===== src/rtl/reg_file_dump.sv =====
// Register-file read sweeper: streams every (index, data) pair on a valid/ready port.
// Optional checksum output is enabled with `define REG_DUMP_CHECKSUM_EN.
module reg_file_dump #(
    parameter int DATA_WIDTH = 32,
    parameter int ADDR_WIDTH = 5
) (
    input  logic                  clk,
    input  logic                  rst,
    input  logic                  start,
    output logic [ADDR_WIDTH-1:0] raddr,
    input  logic [DATA_WIDTH-1:0] rdata,
    output logic                  out_valid,
    input  logic                  out_ready,
    output logic [ADDR_WIDTH-1:0] out_idx,
    output logic [DATA_WIDTH-1:0] out_data,
    output logic                  out_last,
    output logic                  busy,
    output logic                  done
`ifdef REG_DUMP_CHECKSUM_EN
    ,
    output logic [DATA_WIDTH-1:0] checksum
`endif
);

    typedef enum logic {S_IDLE, S_SEND} state_t;

    localparam logic [ADDR_WIDTH-1:0] MAX = '1;
    localparam logic [ADDR_WIDTH-1:0] ONE = ADDR_WIDTH'(1);

    state_t                  r_state, w_state;
    logic [ADDR_WIDTH-1:0]   r_raddr, w_raddr;
    logic [ADDR_WIDTH-1:0]   r_out_idx, w_out_idx;
    logic [DATA_WIDTH-1:0]   r_out_data, w_out_data;
    logic                    r_out_valid, w_out_valid;
    logic                    r_out_last, w_out_last;
    logic                    r_busy, w_busy;
    logic                    r_done, w_done;
    logic                    w_hs;
    logic                    w_start;

    assign w_hs    = r_out_valid & out_ready;
    // A start coinciding with the done pulse is dropped; the next cycle may start again.
    assign w_start = start & ~r_done;

    always_ff @(posedge clk or negedge rst) begin
        if (!rst) begin
            r_state     <= S_IDLE;
            r_raddr     <= '0;
            r_out_idx   <= '0;
            r_out_data  <= '0;
            r_out_valid <= 1'b0;
            r_out_last  <= 1'b0;
            r_busy      <= 1'b0;
            r_done      <= 1'b0;
        end else begin
            r_state     <= w_state;
            r_raddr     <= w_raddr;
            r_out_idx   <= w_out_idx;
            r_out_data  <= w_out_data;
            r_out_valid <= w_out_valid;
            r_out_last  <= w_out_last;
            r_busy      <= w_busy;
            r_done      <= w_done;
        end
    end

    always_comb begin
        w_state     = r_state;
        w_raddr     = r_raddr;
        w_out_idx   = r_out_idx;
        w_out_data  = r_out_data;
        w_out_valid = r_out_valid;
        w_out_last  = r_out_last;
        w_busy      = r_busy;
        w_done      = 1'b0;
        case (r_state)
            S_IDLE: begin
                w_raddr = '0;
                if (w_start) begin
                    // rdata already reflects address 0, so word 0 is captured right away.
                    w_out_idx   = '0;
                    w_out_data  = rdata;
                    w_out_last  = (MAX == '0);
                    w_out_valid = 1'b1;
                    w_busy      = 1'b1;
                    w_raddr     = ONE;
                    w_state     = S_SEND;
                end
            end
            S_SEND: begin
                if (w_hs) begin
                    if (r_out_idx == MAX) begin
                        w_out_valid = 1'b0;
                        w_out_last  = 1'b0;
                        w_busy      = 1'b0;
                        w_raddr     = '0;
                        w_done      = 1'b1;
                        w_state     = S_IDLE;
                    end else begin
                        w_out_idx  = r_raddr;
                        w_out_data = rdata;
                        w_out_last = (r_raddr == MAX);
                        w_raddr    = r_raddr + ONE;
                    end
                end
            end
            default: w_state = S_IDLE;
        endcase
    end

`ifdef REG_DUMP_CHECKSUM_EN
    logic [DATA_WIDTH-1:0] r_checksum, w_checksum;

    always_comb begin
        w_checksum = r_checksum;
        if (r_state == S_IDLE && w_start)
            w_checksum = '0;
        else if (r_state == S_SEND && w_hs)
            w_checksum = r_checksum ^ r_out_data;
    end

    always_ff @(posedge clk or negedge rst) begin
        if (!rst) r_checksum <= '0;
        else      r_checksum <= w_checksum;
    end

    assign checksum = r_checksum;
`endif

    assign raddr     = r_raddr;
    assign out_idx   = r_out_idx;
    assign out_data  = r_out_data;
    assign out_valid = r_out_valid;
    assign out_last  = r_out_last;
    assign busy      = r_busy;
    assign done      = r_done;

endmodule


===== config.mk =====
export PLATFORM = sky130hd
export DESIGN_NAME = reg_file_dump
export DESIGN_NICKNAME = d
export VERILOG_FILES = /design/src/rtl/reg_file_dump.sv
export SDC_FILE = /design/constraint.sdc
export NUM_CORES = 1
export LEC_CHECK = 0
export BUFFER_PORTS_ARGS = -buffer_cell sky130_fd_sc_hd__buf_4
export CORE_AREA = 2 2 75 77
export DETAILED_ROUTE_END_ITERATION = 8
export DIE_AREA = 0 0 77 79
export HOLD_SLACK_MARGIN = 0.15
export PLACE_DENSITY = 0.68
export SETUP_SLACK_MARGIN = 0.05
export SLEW_MARGIN = 20
export SYNTH_ARGS = -nofsm -noshare
export SYNTH_HDL_FRONTEND = slang
export SYNTH_SLANG_ARGS = --single-unit
export TNS_END_PERCENT = 50

===== constraint.sdc =====
create_clock -name clk -period 1.67 [get_ports clk]
set_input_delay 0.0835 -clock clk [delete_from_list [all_inputs] [get_ports clk]]
set_output_delay 0.0835 -clock clk [all_outputs]
set_load 0.01 [all_outputs]

==> qor.tcl <==
set qor(synth_compound_area_frac) 0.0539
set qor(drt-initial-drc-count) 35
set qor(tritoncts.num_buffers) 5
set qor(cts.htree.levels) 2
set qor(globalRouteTotalUtil) 0.171
set qor(worst_ir_drop_vdd_v) 0.000945
set qor(synthesis.instances) 138
set qor(total_power_mw) 5.85
set qor(met2_usage) 0.304
set qor(synth.mux.area_fraction) 0.260
set qor(outcome) {finished, violations left}
set qor(drt_pass1_iterations) 4
set qor(final_critical_path_setup_slack_ns) -0.0231
set qor(grt.busiest_layer) {met2}
set qor(post_synth_xor_area_fraction) 0
set qor(via_count) 1616
set qor(cells_after_dpl) 300
set qor(synthDistinctLibCells) 31
set qor(pwr-share-seq) 0.344
set qor(drc) 0
set qor(timing.critical_path.arrival_ns) 1.88
set qor(p_int_mw) 3.88
set qor(grt_overflow) 0
set qor(detail_route.wl_per_cell_um) 14.9
set qor(grt_setup_unrepaired) {true}
set qor(maxSlewViolCount) 0
set qor(period_minus_slack_ns) 1.69
set qor(worst-path-max-fanout) 17
set qor(synth-seq-area-share) 0.570
set qor(diodes) 0
set qor(grt_max_degree) 47
set qor(dp.final_hpwl_um) 3310
set qor(fin_crit_sh) 1.01
set qor(required_ns) 1.86
set qor(place_congestion) 0.776
set qor(clk_pin_slew_worst_paths_ns) 0.09
set qor(synth.net_count) 176
set qor(maxCapViolations) 0
set qor(finalWirelength_um) 5110
set qor(initial_utilization) 0.378
set qor(io-pin-count) 82
set qor(clock_network_fraction_of_design_power) 0.113
set qor(fp.dieArea_um2) 6080
set qor(row_count) 27
set qor(most-common-layout-cells) {buf_4 (94), dfrtp_1 (46), dlygate4sd3_1 (34)}
set qor(fin_setup_tns_ns) -0.233
set qor(worst-setup-path-type) {flip-flop to flip-flop}
set qor(placement.io_buffers) 81
set qor(clock-skew-final_ns) 0.00851
set qor(worst_hold_path_type) {primary input to flip-flop}
set qor(worst_slew_pin_slew_ns) 0.572
set qor(dpl-instance-area_um2) 2800
set qor(worstSkewPairLatency_ns) 0.30
set qor(synth-seq-cells) 46
set qor(syn-cell-area_um2) 2020
set qor(antenna_found_initial) 0
set qor(post_synthesis_adder_cell_area_fraction) 0.0124
set qor(failed_checks) {setup timing}
set qor(dieHeight_um) 79
set qor(slew_headroom) 0.618
set qor(layout_commonest_cell) {buf_4}
set qor(cell_pwr_density_nw_per_um2) 1810
set qor(clock_sink_count) 46
set qor(dieWidth_um) 77
set qor(dominant_combinational_cell_family_by_area_after_synthesis) {multiplexers}
set qor(grtUsageMet3) 0.0307
set qor(combinationalPowerShare) 0.542
set qor(net_switching_power_mw) 1.97
set qor(design_area_um2) 3240
set qor(coreArea_um2) 5340
set qor(grt_first_pass_wirelength_um) 7940
set qor(power_switching_share) 0.336
set qor(total_leakage_power_nw) 1.64
set qor(post-cts-setup-buffer-count) 0
set qor(post_route_cells_drive_above_1_share) 0.515
set qor(postRouteAntennaNets) 0
set qor(area_growth_pct) 60.3
set qor(via_per_inst) 4.73
set qor(globalRouteMet1Util) 0.203
set qor(clock-root-buffer) {clkbuf_8}
set qor(design.final.nets) 307
set qor(maxClockFrequency_mhz) 591
set qor(number_of_global_route_vias_before_repair) 1569
set qor(place_ws_ns) 0.0303
set qor(hold_viol_final) 0
set qor(synth_simple_gate_area_frac) 0.0670
set qor(post_layout_cell_count) 342
set qor(cts_tree) {built}
set qor(clk_path_buf_depth) 2
set qor(avgSynthCellArea_um2) 14.6
set qor(setup-violations-final) 21
set qor(endpoint_kind) {flip-flop}
set qor(critical_path.startpoint_type) {flip-flop}
set qor(ys.warnings.count) 0
[synth_stat cells, drive strengths merged]
cell type,number,area share
a21o,1,0.0037
a21oi,4,0.0099
a31oi,1,0.0031
a32o,1,0.0056
and3,1,0.0031
and4,1,0.0043
and4b,1,0.0050
buf,6,0.025
clkinv,1,0.0019
dfrtp,46,0.57
ha,2,0.012
inv,5,0.0093
mux2,33,0.24
mux2i,4,0.020
nand2,8,0.015
nand3,4,0.0099
nand4,2,0.0062
nor2,2,0.0037
nor2b,1,0.0031
nor3,2,0.0050
nor3b,1,0.0037
o2111ai,3,0.013
o211ai,1,0.0037
o21ai,3,0.0074
o22ai,1,0.0031
o41ai,1,0.0043
or3b,1,0.0043
or4,1,0.0037
[sequential cells by signal, summed over array words and instances (netlist names)]
signal,cells
busy,1
out_last,1
raddr,5
out_idx,5
done,1
out_data,32
r_state,1
[metal layers]
layer | vias to the layer above | part of all wire
met5 | - | 0
li1 | 760 | -
met3 | 13 | 0.029
met2 | 47 | 0.54
met1 | 796 | 0.40
met4 | 0 | 0.027
[kinds of logic (layout without fill, tap and decap cells)]
family	count (synthesis)	count (layout)
AND/OR/NAND/NOR	25	25
flip-flops	46	46
adder cells (fa/ha/maj)	2	2
multiplexers	37	37
AO/OA/AOI/OAI	16	16
buffers and inverters	12	144
[power by group through the flow]
stage	clock [mW]	combinational [mW]	sequential, mW
global route	0.746	3.37	2.09
detailed placement	0	3.11	2.02
floorplan	0	1.56	2.25
global placement	0	3.06	2.01
CTS	0.692	3.17	2.01
finish	0.662	3.17	2.01
[per-stage QoR]
stage | hold slack (ns) | utilization
floorplan | -0.212 | -
finish | 0.253 | 0.606
detailed placement | 0.121 | 0.525
CTS | 0.243 | 0.606
global placement | 0.120 | 0.525
global route | 0.248 | 0.606
[final cells by class]
class	count	area (µm²)
well taps	72	90.1
clock buffers	5	68.8
repair buffers	130	1090
clock inverters	3	21.3
multi-input cells	80	796
inverters	6	22.5
flip-flops and latches	46	1150
fillers	443	2100
[critical path, cell delays in order (launching register included)]
cell and delay, ns:
dfrtp_1 0.40, or3b_4 0.40, a32o_2 0.29, buf_12 0.18, mux2_4 0.30
[what timing repair did]
| item | in CTS | in global routing |
|---|---|---|
| hold buffers | 34 | 0 |
| resized for setup | 0 | 1 |
| pin swaps | 0 | 1 |
| endpoints found under the hold margin | 81 | 0 |
| setup endpoints to repair | 31 | 32 |
[path summary, 6_finish.rpt]
check                            startpoint           end  slack (ns)  depth (start not counted)
worst min-delay path                  start          busy        0.25                          3
worst max register to register         done  out_data[16]       -0.02                          4
worst max-delay path                   done  out_data[16]       -0.02                          4
worst min register to register  out_data[1]   out_data[1]        0.52                          1
min in group asynchronous               rst  out_data[10]        0.34                          2
max in group asynchronous               rst      raddr[3]        0.94                          2
Power figures use the tool's default switching activity.
